`src/rtl/sna_axi_request_issuer.sv`:
```
`default_nettype none
// ============================================================================
// Module   : sna_axi_request_issuer
// Brief    : Buffers SNA NoC requests and issues them as AXI4-Lite AR or AW+W
//            transactions, tracking each request's source in a tag FIFO.
//            Optional macro SNA_REQ_WSTRB_EN adds req_strb / wstrb ports.
// Revision : 1.0 - initial release
// ============================================================================
module sna_axi_request_issuer #(
    parameter int ADDR_WIDTH      = 32,
    parameter int DATA_WIDTH      = 32,
    parameter int NODE_ADDR_WIDTH = 4,
    parameter int NUM_VC          = 8,
    parameter int FIFO_DEPTH      = 4
) (
    input  logic                       clock,
    input  logic                       reset_n,
    input  logic [ADDR_WIDTH-1:0]      req_addr,
    input  logic [DATA_WIDTH-1:0]      req_data,
    input  logic                       req_read,
    input  logic [NODE_ADDR_WIDTH-1:0] req_src,
    input  logic                       req_valid,
`ifdef SNA_REQ_WSTRB_EN
    input  logic [DATA_WIDTH/8-1:0]    req_strb,
`endif
    output logic [NUM_VC-1:0]          vc_on_off,
    output logic [NUM_VC-1:0]          vc_allocatable,
    output logic [ADDR_WIDTH-1:0]      araddr,
    output logic                       arvalid,
    input  logic                       arready,
    output logic [ADDR_WIDTH-1:0]      awaddr,
    output logic                       awvalid,
    input  logic                       awready,
    output logic [DATA_WIDTH-1:0]      wdata,
    output logic                       wvalid,
    input  logic                       wready,
`ifdef SNA_REQ_WSTRB_EN
    output logic [DATA_WIDTH/8-1:0]    wstrb,
`endif
    output logic [NODE_ADDR_WIDTH-1:0] tag_src,
    output logic                       tag_read,
    output logic                       tag_valid,
    input  logic                       tag_pop
);

    localparam int c_PTR_W = $clog2(FIFO_DEPTH);

    localparam logic [2:0] c_ST_IDLE    = 3'd0;
    localparam logic [2:0] c_ST_RD      = 3'd1;
    localparam logic [2:0] c_ST_WR_BOTH = 3'd2;
    localparam logic [2:0] c_ST_WR_W    = 3'd3;
    localparam logic [2:0] c_ST_WR_AW   = 3'd4;

    logic [2:0] r_state;
    logic [2:0] w_state_next;

    // ------------------------------------------------------------------
    // Request FIFO
    // ------------------------------------------------------------------
    logic [ADDR_WIDTH-1:0]      r_req_addr_mem [FIFO_DEPTH];
    logic [DATA_WIDTH-1:0]      r_req_data_mem [FIFO_DEPTH];
    logic                       r_req_read_mem [FIFO_DEPTH];
    logic [NODE_ADDR_WIDTH-1:0] r_req_src_mem  [FIFO_DEPTH];
    logic [c_PTR_W:0]           r_req_wr_ptr;
    logic [c_PTR_W:0]           r_req_rd_ptr;
    logic [c_PTR_W-1:0]         w_req_wr_idx;
    logic [c_PTR_W-1:0]         w_req_rd_idx;
    logic                       w_req_full;
    logic                       w_req_empty;
    logic                       w_req_push;
    logic                       w_req_pop;
    logic                       w_head_read;

    // ------------------------------------------------------------------
    // Tag FIFO
    // ------------------------------------------------------------------
    logic [NODE_ADDR_WIDTH-1:0] r_tag_src_mem  [FIFO_DEPTH];
    logic                       r_tag_read_mem [FIFO_DEPTH];
    logic [c_PTR_W:0]           r_tag_wr_ptr;
    logic [c_PTR_W:0]           r_tag_rd_ptr;
    logic [c_PTR_W-1:0]         w_tag_wr_idx;
    logic [c_PTR_W-1:0]         w_tag_rd_idx;
    logic                       w_tag_full;
    logic                       w_tag_empty;
    logic                       w_tag_push;
    logic                       w_tag_push_read;
    logic                       w_tag_wr_en;
    logic                       w_tag_rd_en;

    // Issue registers: hold the in-flight request stable for the AXI side
    logic [ADDR_WIDTH-1:0]      r_iss_addr;
    logic [DATA_WIDTH-1:0]      r_iss_data;
    logic [NODE_ADDR_WIDTH-1:0] r_iss_src;

    assign w_req_wr_idx = r_req_wr_ptr[c_PTR_W-1:0];
    assign w_req_rd_idx = r_req_rd_ptr[c_PTR_W-1:0];
    assign w_req_empty  = (r_req_wr_ptr == r_req_rd_ptr);
    assign w_req_full   = (r_req_wr_ptr[c_PTR_W] != r_req_rd_ptr[c_PTR_W]) &&
                          (w_req_wr_idx == w_req_rd_idx);
    assign w_req_push   = req_valid && !w_req_full;
    assign w_req_pop    = (r_state == c_ST_IDLE) && !w_req_empty && !w_tag_full;
    assign w_head_read  = r_req_read_mem[w_req_rd_idx];

    always_ff @(posedge clock or negedge reset_n) begin
        if (!reset_n) begin
            r_req_wr_ptr <= '0;
            r_req_rd_ptr <= '0;
        end else begin
            if (w_req_push) begin
                r_req_wr_ptr <= r_req_wr_ptr + 1'b1;
            end
            if (w_req_pop) begin
                r_req_rd_ptr <= r_req_rd_ptr + 1'b1;
            end
        end
    end

    always_ff @(posedge clock) begin
        if (w_req_push) begin
            r_req_addr_mem[w_req_wr_idx] <= req_addr;
            r_req_data_mem[w_req_wr_idx] <= req_data;
            r_req_read_mem[w_req_wr_idx] <= req_read;
            r_req_src_mem[w_req_wr_idx]  <= req_src;
        end
    end

    always_ff @(posedge clock or negedge reset_n) begin
        if (!reset_n) begin
            r_iss_addr <= '0;
            r_iss_data <= '0;
            r_iss_src  <= '0;
        end else if (w_req_pop) begin
            r_iss_addr <= r_req_addr_mem[w_req_rd_idx];
            r_iss_data <= r_req_data_mem[w_req_rd_idx];
            r_iss_src  <= r_req_src_mem[w_req_rd_idx];
        end
    end

`ifdef SNA_REQ_WSTRB_EN
    logic [DATA_WIDTH/8-1:0] r_req_strb_mem [FIFO_DEPTH];
    logic [DATA_WIDTH/8-1:0] r_iss_strb;

    always_ff @(posedge clock) begin
        if (w_req_push) begin
            r_req_strb_mem[w_req_wr_idx] <= req_strb;
        end
    end

    always_ff @(posedge clock or negedge reset_n) begin
        if (!reset_n) begin
            r_iss_strb <= '0;
        end else if (w_req_pop) begin
            r_iss_strb <= r_req_strb_mem[w_req_rd_idx];
        end
    end

    assign wstrb = r_iss_strb;
`else
    // No strobe storage: every write is a full-word write at the slave.
`endif

    // ------------------------------------------------------------------
    // Issue FSM
    // ------------------------------------------------------------------
    always_ff @(posedge clock or negedge reset_n) begin
        if (!reset_n) begin
            r_state <= c_ST_IDLE;
        end else begin
            r_state <= w_state_next;
        end
    end

    always_comb begin
        w_state_next = r_state;
        case (r_state)
            c_ST_IDLE: begin
                if (w_req_pop) begin
                    w_state_next = w_head_read ? c_ST_RD : c_ST_WR_BOTH;
                end
            end
            c_ST_RD: begin
                if (arready) begin
                    w_state_next = c_ST_IDLE;
                end
            end
            c_ST_WR_BOTH: begin
                if (awready && wready) begin
                    w_state_next = c_ST_IDLE;
                end else if (awready) begin
                    w_state_next = c_ST_WR_W;
                end else if (wready) begin
                    w_state_next = c_ST_WR_AW;
                end
            end
            c_ST_WR_W: begin
                if (wready) begin
                    w_state_next = c_ST_IDLE;
                end
            end
            c_ST_WR_AW: begin
                if (awready) begin
                    w_state_next = c_ST_IDLE;
                end
            end
            default: w_state_next = c_ST_IDLE;
        endcase
    end

    always_comb begin
        arvalid         = 1'b0;
        awvalid         = 1'b0;
        wvalid          = 1'b0;
        w_tag_push      = 1'b0;
        w_tag_push_read = 1'b0;
        case (r_state)
            c_ST_RD: begin
                arvalid         = 1'b1;
                w_tag_push      = arready;
                w_tag_push_read = 1'b1;
            end
            c_ST_WR_BOTH: begin
                awvalid    = 1'b1;
                wvalid     = 1'b1;
                w_tag_push = awready && wready;
            end
            c_ST_WR_W: begin
                wvalid     = 1'b1;
                w_tag_push = wready;
            end
            c_ST_WR_AW: begin
                awvalid    = 1'b1;
                w_tag_push = awready;
            end
            default: begin
                arvalid = 1'b0;
            end
        endcase
    end

    assign araddr = r_iss_addr;
    assign awaddr = r_iss_addr;
    assign wdata  = r_iss_data;

    // ------------------------------------------------------------------
    // Tag FIFO: a push while full is accepted only alongside a pop
    // ------------------------------------------------------------------
    assign w_tag_wr_idx = r_tag_wr_ptr[c_PTR_W-1:0];
    assign w_tag_rd_idx = r_tag_rd_ptr[c_PTR_W-1:0];
    assign w_tag_empty  = (r_tag_wr_ptr == r_tag_rd_ptr);
    assign w_tag_full   = (r_tag_wr_ptr[c_PTR_W] != r_tag_rd_ptr[c_PTR_W]) &&
                          (w_tag_wr_idx == w_tag_rd_idx);
    assign w_tag_rd_en  = tag_pop && !w_tag_empty;
    assign w_tag_wr_en  = w_tag_push && (!w_tag_full || w_tag_rd_en);

    always_ff @(posedge clock or negedge reset_n) begin
        if (!reset_n) begin
            r_tag_wr_ptr <= '0;
            r_tag_rd_ptr <= '0;
        end else begin
            if (w_tag_wr_en) begin
                r_tag_wr_ptr <= r_tag_wr_ptr + 1'b1;
            end
            if (w_tag_rd_en) begin
                r_tag_rd_ptr <= r_tag_rd_ptr + 1'b1;
            end
        end
    end

    always_ff @(posedge clock) begin
        if (w_tag_wr_en) begin
            r_tag_src_mem[w_tag_wr_idx]  <= r_iss_src;
            r_tag_read_mem[w_tag_wr_idx] <= w_tag_push_read;
        end
    end

    assign tag_valid = !w_tag_empty;
    assign tag_src   = w_tag_empty ? '0   : r_tag_src_mem[w_tag_rd_idx];
    assign tag_read  = w_tag_empty ? 1'b0 : r_tag_read_mem[w_tag_rd_idx];

    // ------------------------------------------------------------------
    // NoC flow control
    // ------------------------------------------------------------------
    assign vc_on_off      = {NUM_VC{!w_req_full}};
    assign vc_allocatable = {NUM_VC{w_req_empty && (r_state == c_ST_IDLE)}};

endmodule
`default_nettype wire

```
`config.mk`:
```
export PLATFORM = sky130hd
export DESIGN_NAME = sna_axi_request_issuer
export DESIGN_NICKNAME = d
export VERILOG_FILES = /design/src/rtl/sna_axi_request_issuer.sv
export SDC_FILE = /design/constraint.sdc
export NUM_CORES = 1
export LEC_CHECK = 0
export ABC_AREA = 1
export CELL_PAD_IN_SITES_DETAIL_PLACEMENT = 1
export CELL_PAD_IN_SITES_GLOBAL_PLACEMENT = 1
export CORE_MARGIN = 8
export CORE_UTILIZATION = 40
export DETAILED_ROUTE_END_ITERATION = 8
export PLACE_DENSITY_LB_ADDON = 0.1
export SYNTH_ARGS = -nofsm -noshare
export SYNTH_HDL_FRONTEND = slang
export SYNTH_SLANG_ARGS = --single-unit
```
`constraint.sdc`:
```
create_clock -name clock -period 11.91 [get_ports clock]
set_input_delay 1.191 -clock clock [delete_from_list [all_inputs] [get_ports clock]]
set_output_delay 1.191 -clock clock [all_outputs]
set_load 0.01 [all_outputs]
```
After elaboration in Yosys (flattened, before gate mapping)
Memories as Yosys holds them, arrays and structs flattened. A register that Yosys moved wholly into a read port is not among the register bits.
Index checks and enable logic that the tools add are counted.
{"block": "word_totals", "regBits": 15, "latch_bits": 0, "ram_bits": 296, "rom_bits": 0, "input_bits": 76, "wordCells": 70, "mem_count": 6}
{"memory": "r_req_addr_mem", "words": 4, "word_bits": 32, "read_ports": 1, "rd_clocked_by_memory_dff": 1, "write_ports": 1, "line_no": "60", "text": "logic [ADDR_WIDTH-1:0] r_req_addr_mem [FIFO_DEPTH];"}
{"memory": "r_req_data_mem", "words": 4, "word_bits": 32, "read_ports": 1, "rd_clocked_by_memory_dff": 1, "write_ports": 1, "line_no": "61", "text": "logic [DATA_WIDTH-1:0] r_req_data_mem [FIFO_DEPTH];"}
{"memory": "r_req_src_mem", "words": 4, "word_bits": 4, "read_ports": 1, "rd_clocked_by_memory_dff": 1, "write_ports": 1, "line_no": "63", "text": "logic [NODE_ADDR_WIDTH-1:0] r_req_src_mem [FIFO_DEPTH];"}
{"memory": "r_tag_src_mem", "words": 4, "word_bits": 4, "read_ports": 1, "rd_clocked_by_memory_dff": 0, "write_ports": 1, "line_no": "77", "text": "logic [NODE_ADDR_WIDTH-1:0] r_tag_src_mem [FIFO_DEPTH];"}
{"memory": "r_req_read_mem", "words": 4, "word_bits": 1, "read_ports": 1, "rd_clocked_by_memory_dff": 0, "write_ports": 1, "line_no": "62", "text": "logic r_req_read_mem [FIFO_DEPTH];"}
{"memory": "r_tag_read_mem", "words": 4, "word_bits": 1, "read_ports": 1, "rd_clocked_by_memory_dff": 0, "write_ports": 1, "line_no": "78", "text": "logic r_tag_read_mem [FIFO_DEPTH];"}
{"block": "classes", "addsub": 4, "n_mul": 0, "div": 0, "n_lt_le_gt_ge": 0, "eq_ne": 15, "shift": 0, "muxes": 19, "bitwise": 0, "n_reduce_logical": 21}
{"operator": "two-way mux 3 bit", "n": 7}
{"operator": "case mux 3 bit (5 select lines)", "n": 1}
{"operator": "adder 3 x 1 -> 3 bit (second input constant)", "n": 4}
{"operator": "logical AND 1 bit", "n": 9}
{"operator": "two-way mux 1 bit", "n": 8}
{"operator": "inequality test 2 bit (second input constant)", "n": 4}
{"operator": "zero test 1 bit", "n": 7}
{"operator": "== test 3 x 2 -> 1 bit (second input constant)", "n": 2}
{"operator": "== test 3 bit", "n": 2}
{"operator": "AND reduction 5 bit", "n": 1}
{"operator": "== test 2 bit", "n": 2}
{"operator": "two-way mux 4 bit", "n": 1}
{"operator": "inequality test 4 bit (second input constant)", "n": 1}
{"operator": "case mux 1 bit (4 select lines)", "n": 1}
{"operator": "OR reduction 2 bit", "n": 2}
{"operator": "== test 3 x 1 -> 1 bit (second input constant)", "n": 1}
{"operator": "== test 3 bit (second input constant)", "n": 1}
{"operator": "zero test 3 bit", "n": 1}
{"operator": "two-way mux 2 bit", "n": 1}
{"operator": "inequality test 1 bit", "n": 2}
{"operator": "logical OR 1 bit", "n": 1}

Longest topological paths before layout
{"block": "depth", "depth_word": 7, "ltp_mapped": 10, "mapped_depth_nobuf": 9}

Least setup slack after synthesis
No wires, ideal clock.
{"block": "synth_timing", "path_kind": "in2reg", "from": "input port req_valid", "to": "memory r_req_addr_mem[3][0], enable pin", "arrival_time_ps": 4291, "required_ps": 11412, "path_slack_ps": 7121, "cell_stages": 2, "cell_sequence": "nand2_1 > nor2_1"}
{"block": "synth_via", "elab_chain_len": 3}
{"element": "start, declared", "line_no": "22", "text": "input logic req_valid,"}
{"element": "logical AND 1 bit", "line_no": "100", "text": "assign w_req_push = req_valid && !w_req_full;"}
{"element": "two-way mux 1 bit", "line_no": "119", "text": "if (w_req_push) begin"}
{"element": "two-way mux 1 bit (not written as such)", "line_no": "120", "text": "r_req_addr_mem[w_req_wr_idx] <= req_addr;"}
{"element": "end, declared", "line_no": "60"}
Every way passes these cells.

Final worst setup path
{"block": "layout_timing", "from": "register r_req_rd_ptr[0]", "to": "output port vc_allocatable[5]"}
{"block": "layout_via", "elab_chain_len": 2}
{"element": "start, declared", "line_no": "65", "text": "logic [c_PTR_W:0] r_req_rd_ptr;"}
{"element": "start signal, assigned", "line_no": "113", "text": "r_req_rd_ptr <= r_req_rd_ptr + 1'b1;"}
{"element": "== test 3 bit", "line_no": "97", "text": "assign w_req_empty = (r_req_wr_ptr == r_req_rd_ptr);"}
{"element": "logical AND 1 bit", "line_no": "284", "text": "assign vc_allocatable = {NUM_VC{w_req_empty && (r_state == c_ST_IDLE)}};"}
{"element": "end, declared", "line_no": "27", "text": "output logic [NUM_VC-1:0] vc_allocatable,"}
Every way passes these cells.

==> impl_results.md <==
* Number of synthesized flops with an enable pin at 296
* Sink Count at 379
* Post-synthesis xor/xnor area fraction at 0.4624%
* Final Hold Fails at 0
* Syn avg cell area at 12.33 µm²
* Reg2reg setup slack at 8160 ps
* Ys async rst share at 21.90%
* # IOs at 197
* Largest net degree at the start of global routing at 81
* Final period utilization at 34.73%
* DP Area at 16890 µm²
* Synth Area in Adders at 0.8407%
* Die Height at 208.9 µm
* H-tree Lvls at 2
* Actual slew at the worst max-slew pin at 848.5 ps
* Kind of critical path: flip-flop to output port
* Yosys top cell area share at 59.72%
* Die ar. at 43640 µm²
* Max-cap violations at 0
* Clk_lat worst skew at 530 ps
* Outcome: completed
* Worst VDD drop at 172.6 µV
* Compound-Gate Fraction of Synth Area at 8.247%
* Simple-Gate Fraction of Synth Area at 11.42%
* Iter 0 DRT Violations at 394
* Hold Path Class: flip-flop to flip-flop
* Total GRT Usage at 16.76%
* Setup violations, final at 0
* Area growth, synth to finish at 21.87%
* Total grt overflow at 0
* Row Count at 70
* CTS tree: built
* R2r endpoint: r_req_data_mem[0][31]
* Main area contributors after synthesis: edfxtp_1 60%, dfrtp_1 14%, nand2_1 6.5%
* Power density cells at 285.6 nW/µm²
* CTS buffer count at 41
* Hold_sp: wdata[18]
* Post-cts gate resize count at 0
* Initial Utilization at 40.65%
* RSZ-0062 raised after global routing: false
* Nature of the critical path startpoint: flip-flop
* Core area at 36610 µm²
* Hold Path Depth at 2
* Placed wire-length estimate at 21950 µm
* Largest family of logic cells by synthesized area: simple AND/OR/NAND/NOR gates
* Crit path required time at 10720 ps
* Via density at 5.038
* Placer congestion estimate at 0.7615
* Aggregate routed wire length at 37040 µm
* Register clock-pin slew on the reported worst setup and hold paths at 60 ps
* Initial antenna violation count at 4
* Port bufs at 196
* Most frequent cell after synthesis: edfxtp_1
* Top FF cell, synth: edfxtp_1
* Critical Path End Type: output port
* Via count of the first global-routing pass at 10116
* Post-layout min period at 4136 ps
* Design area at 18140 µm²
* Hold Path Sink: wdata[18]
* Final core occ at 49.55%
* Relative slew slack at 43.44%
* Synth cell count leaders: 296 x edfxtp_1, 258 x nand2_1, 164 x nor2_1, 147 x o21ai_0, 83 x dfrtp_1
* WL/cell at 20.02 µm
* Mapped Cells at 1207
* Worst Reg-to-Reg Cells at 5
* F_max at 241.8 MHz
* Die X at 208.9 µm
* Via count of the routed design at 9321
* Post-synthesis net count at 1293
* Layout cells sized above 1 at 5.427%
* Setup TNS at 0 ps
* Max-slew violations at 0
* Worst Path Max Fanout at 62
* Post-CTS setup buffers at 0
* Mux share of post-synthesis cell area at 0%
* Worst EP arrival at 2940 ps
* Register area share after synthesis at 73.68%
* Clock Tree Root: clkbuf_16
* Static Leak at 6.750 nW
* Yosys cell types at 24
* Hold WS at 476.6 ps
* Clock Skews at 17.73 ps
* DRC viols at 0
* Mapped cell area at 14880 µm²
* # hold bufs at CTS at 0
* # nets final at 1436
* Area leader, netlist: edfxtp_1
* Reg2reg start: r_req_rd_ptr[0]
* Post-DRT Antenna Nets at 0
* Diode count at 0
* Clock buffer depth at 3
* Seq cells post-synth at 379
* First-pass GRT wire length at 57660 µm
* First-pass DRT Iterations at 6
* Synth warn at 0
==> cell families (layout without fill, tap and decap cells) <==
| kind of cell | count (synthesis) | in the layout |
|---|---|---|
| adders and majority gates | 10 | 10 |
| and+or+nand+nor | 444 | 444 |
| buffers and inverters | 140 | 315 |
| DFF | 379 | 379 |
| xor gates and xnor gates | 7 | 7 |
| AOI/OAI and AO/OA | 227 | 227 |
==> worst max-delay path, stage by stage (launching register included) <==
cell,delay (ps)
dfrtp_4,900
xnor2_2,200
nand3_1,170
nor2_1,450
clkdlybuf4s50_1,650
==> worst max-delay path by stage <==
| stage | startpoint | to | slack [ps] |
|---|---|---|---|
| 2_1_floorplan | req_valid | r_req_addr_mem[3][0] | 7120 |
| 4_1_cts | r_req_rd_ptr[0] | vc_allocatable[5] | 7710 |
| 6_report | r_req_rd_ptr[0] | vc_allocatable[5] | 7770 |
| 3_5_place_dp | req_valid | r_req_addr_mem[0][12] | 7950 |
| 3_3_place_gp | req_valid | r_req_addr_mem[0][15] | 8000 |
| 5_1_grt | r_req_rd_ptr[0] | vc_allocatable[6] | 7610 |
==> state kept, by name, indices dropped and copies added (netlist names) <==
signal and count:
r_req_addr_mem 128, r_req_data_mem 128, araddr 32, wdata 32
r_req_src_mem 16, r_tag_src_mem 16, r_iss_src 4, r_req_read_mem 4
r_tag_read_mem 4, r_req_rd_ptr 3, r_req_wr_ptr 3, r_state 3
r_tag_rd_ptr 3, r_tag_wr_ptr 3
==> per-layer routing <==
layer  GRT usage, %  vias to the layer above  share of wire [%]
met1          20.54                     4661                 44
met3          3.637                       49                4.2
met5              0                        -               0.15
met4          3.840                        8                1.4
met2          29.92                      152                 51
li1               -                     4451                  -
==> layout by cell type, fill, tap and decap left out, drive strengths merged <==
master         synthesis  routed
o21ai                152     152
xnor2                  2       2
buf                   72      12
nor3                   2       2
nand2                258     258
a21oi                  2       2
xor2                   5       5
dfrtp                 83      83
bufinv                 0       2
clkinv                 1       9
nand4                  4       4
nor2                 164     164
or2                    1       1
ha                    10      10
clkdlybuf4s50          0     195
clkbuf                35      63
edfxtp               296     296
nand3                 15      15
o22ai                 73      73
inv                   32      34
==> report_power, final <==
group          internal (mW)  switching, mW  total [mW]  leakage, nW
Combinational          0.736           1.23        1.96         2.42
Clock                  0.697          0.490        1.19        0.603
Sequential              1.84          0.195        2.03         3.72
Total                   3.27           1.91        5.18         6.75
==> through the flow <==
| step | setup slack, ps | std cells | total power [mW] |
|---|---|---|---|
| after global routing | 7611 | 1850 | 5.552 |
| after floorplan | 7121 | 1207 | 3.296 |
| after CTS | 7713 | 1850 | 5.281 |
| after detailed placement | 7951 | 1775 | 4.074 |
| final | 7774 | 1850 | 5.180 |
| after global placement | 7995 | 1775 | 4.019 |
==> layout make-up <==
cell class	count	area, µm²
flip-flops and latches	379	10970
multi-input cells	688	3164
clock buffers	63	1129
well taps	468	585.6
clock inverters	12	116.4
repair buffers	207	2042
fillers	3775	18470
inverters	33	131.4
Note: power is estimated with default switching activity, not from simulation.
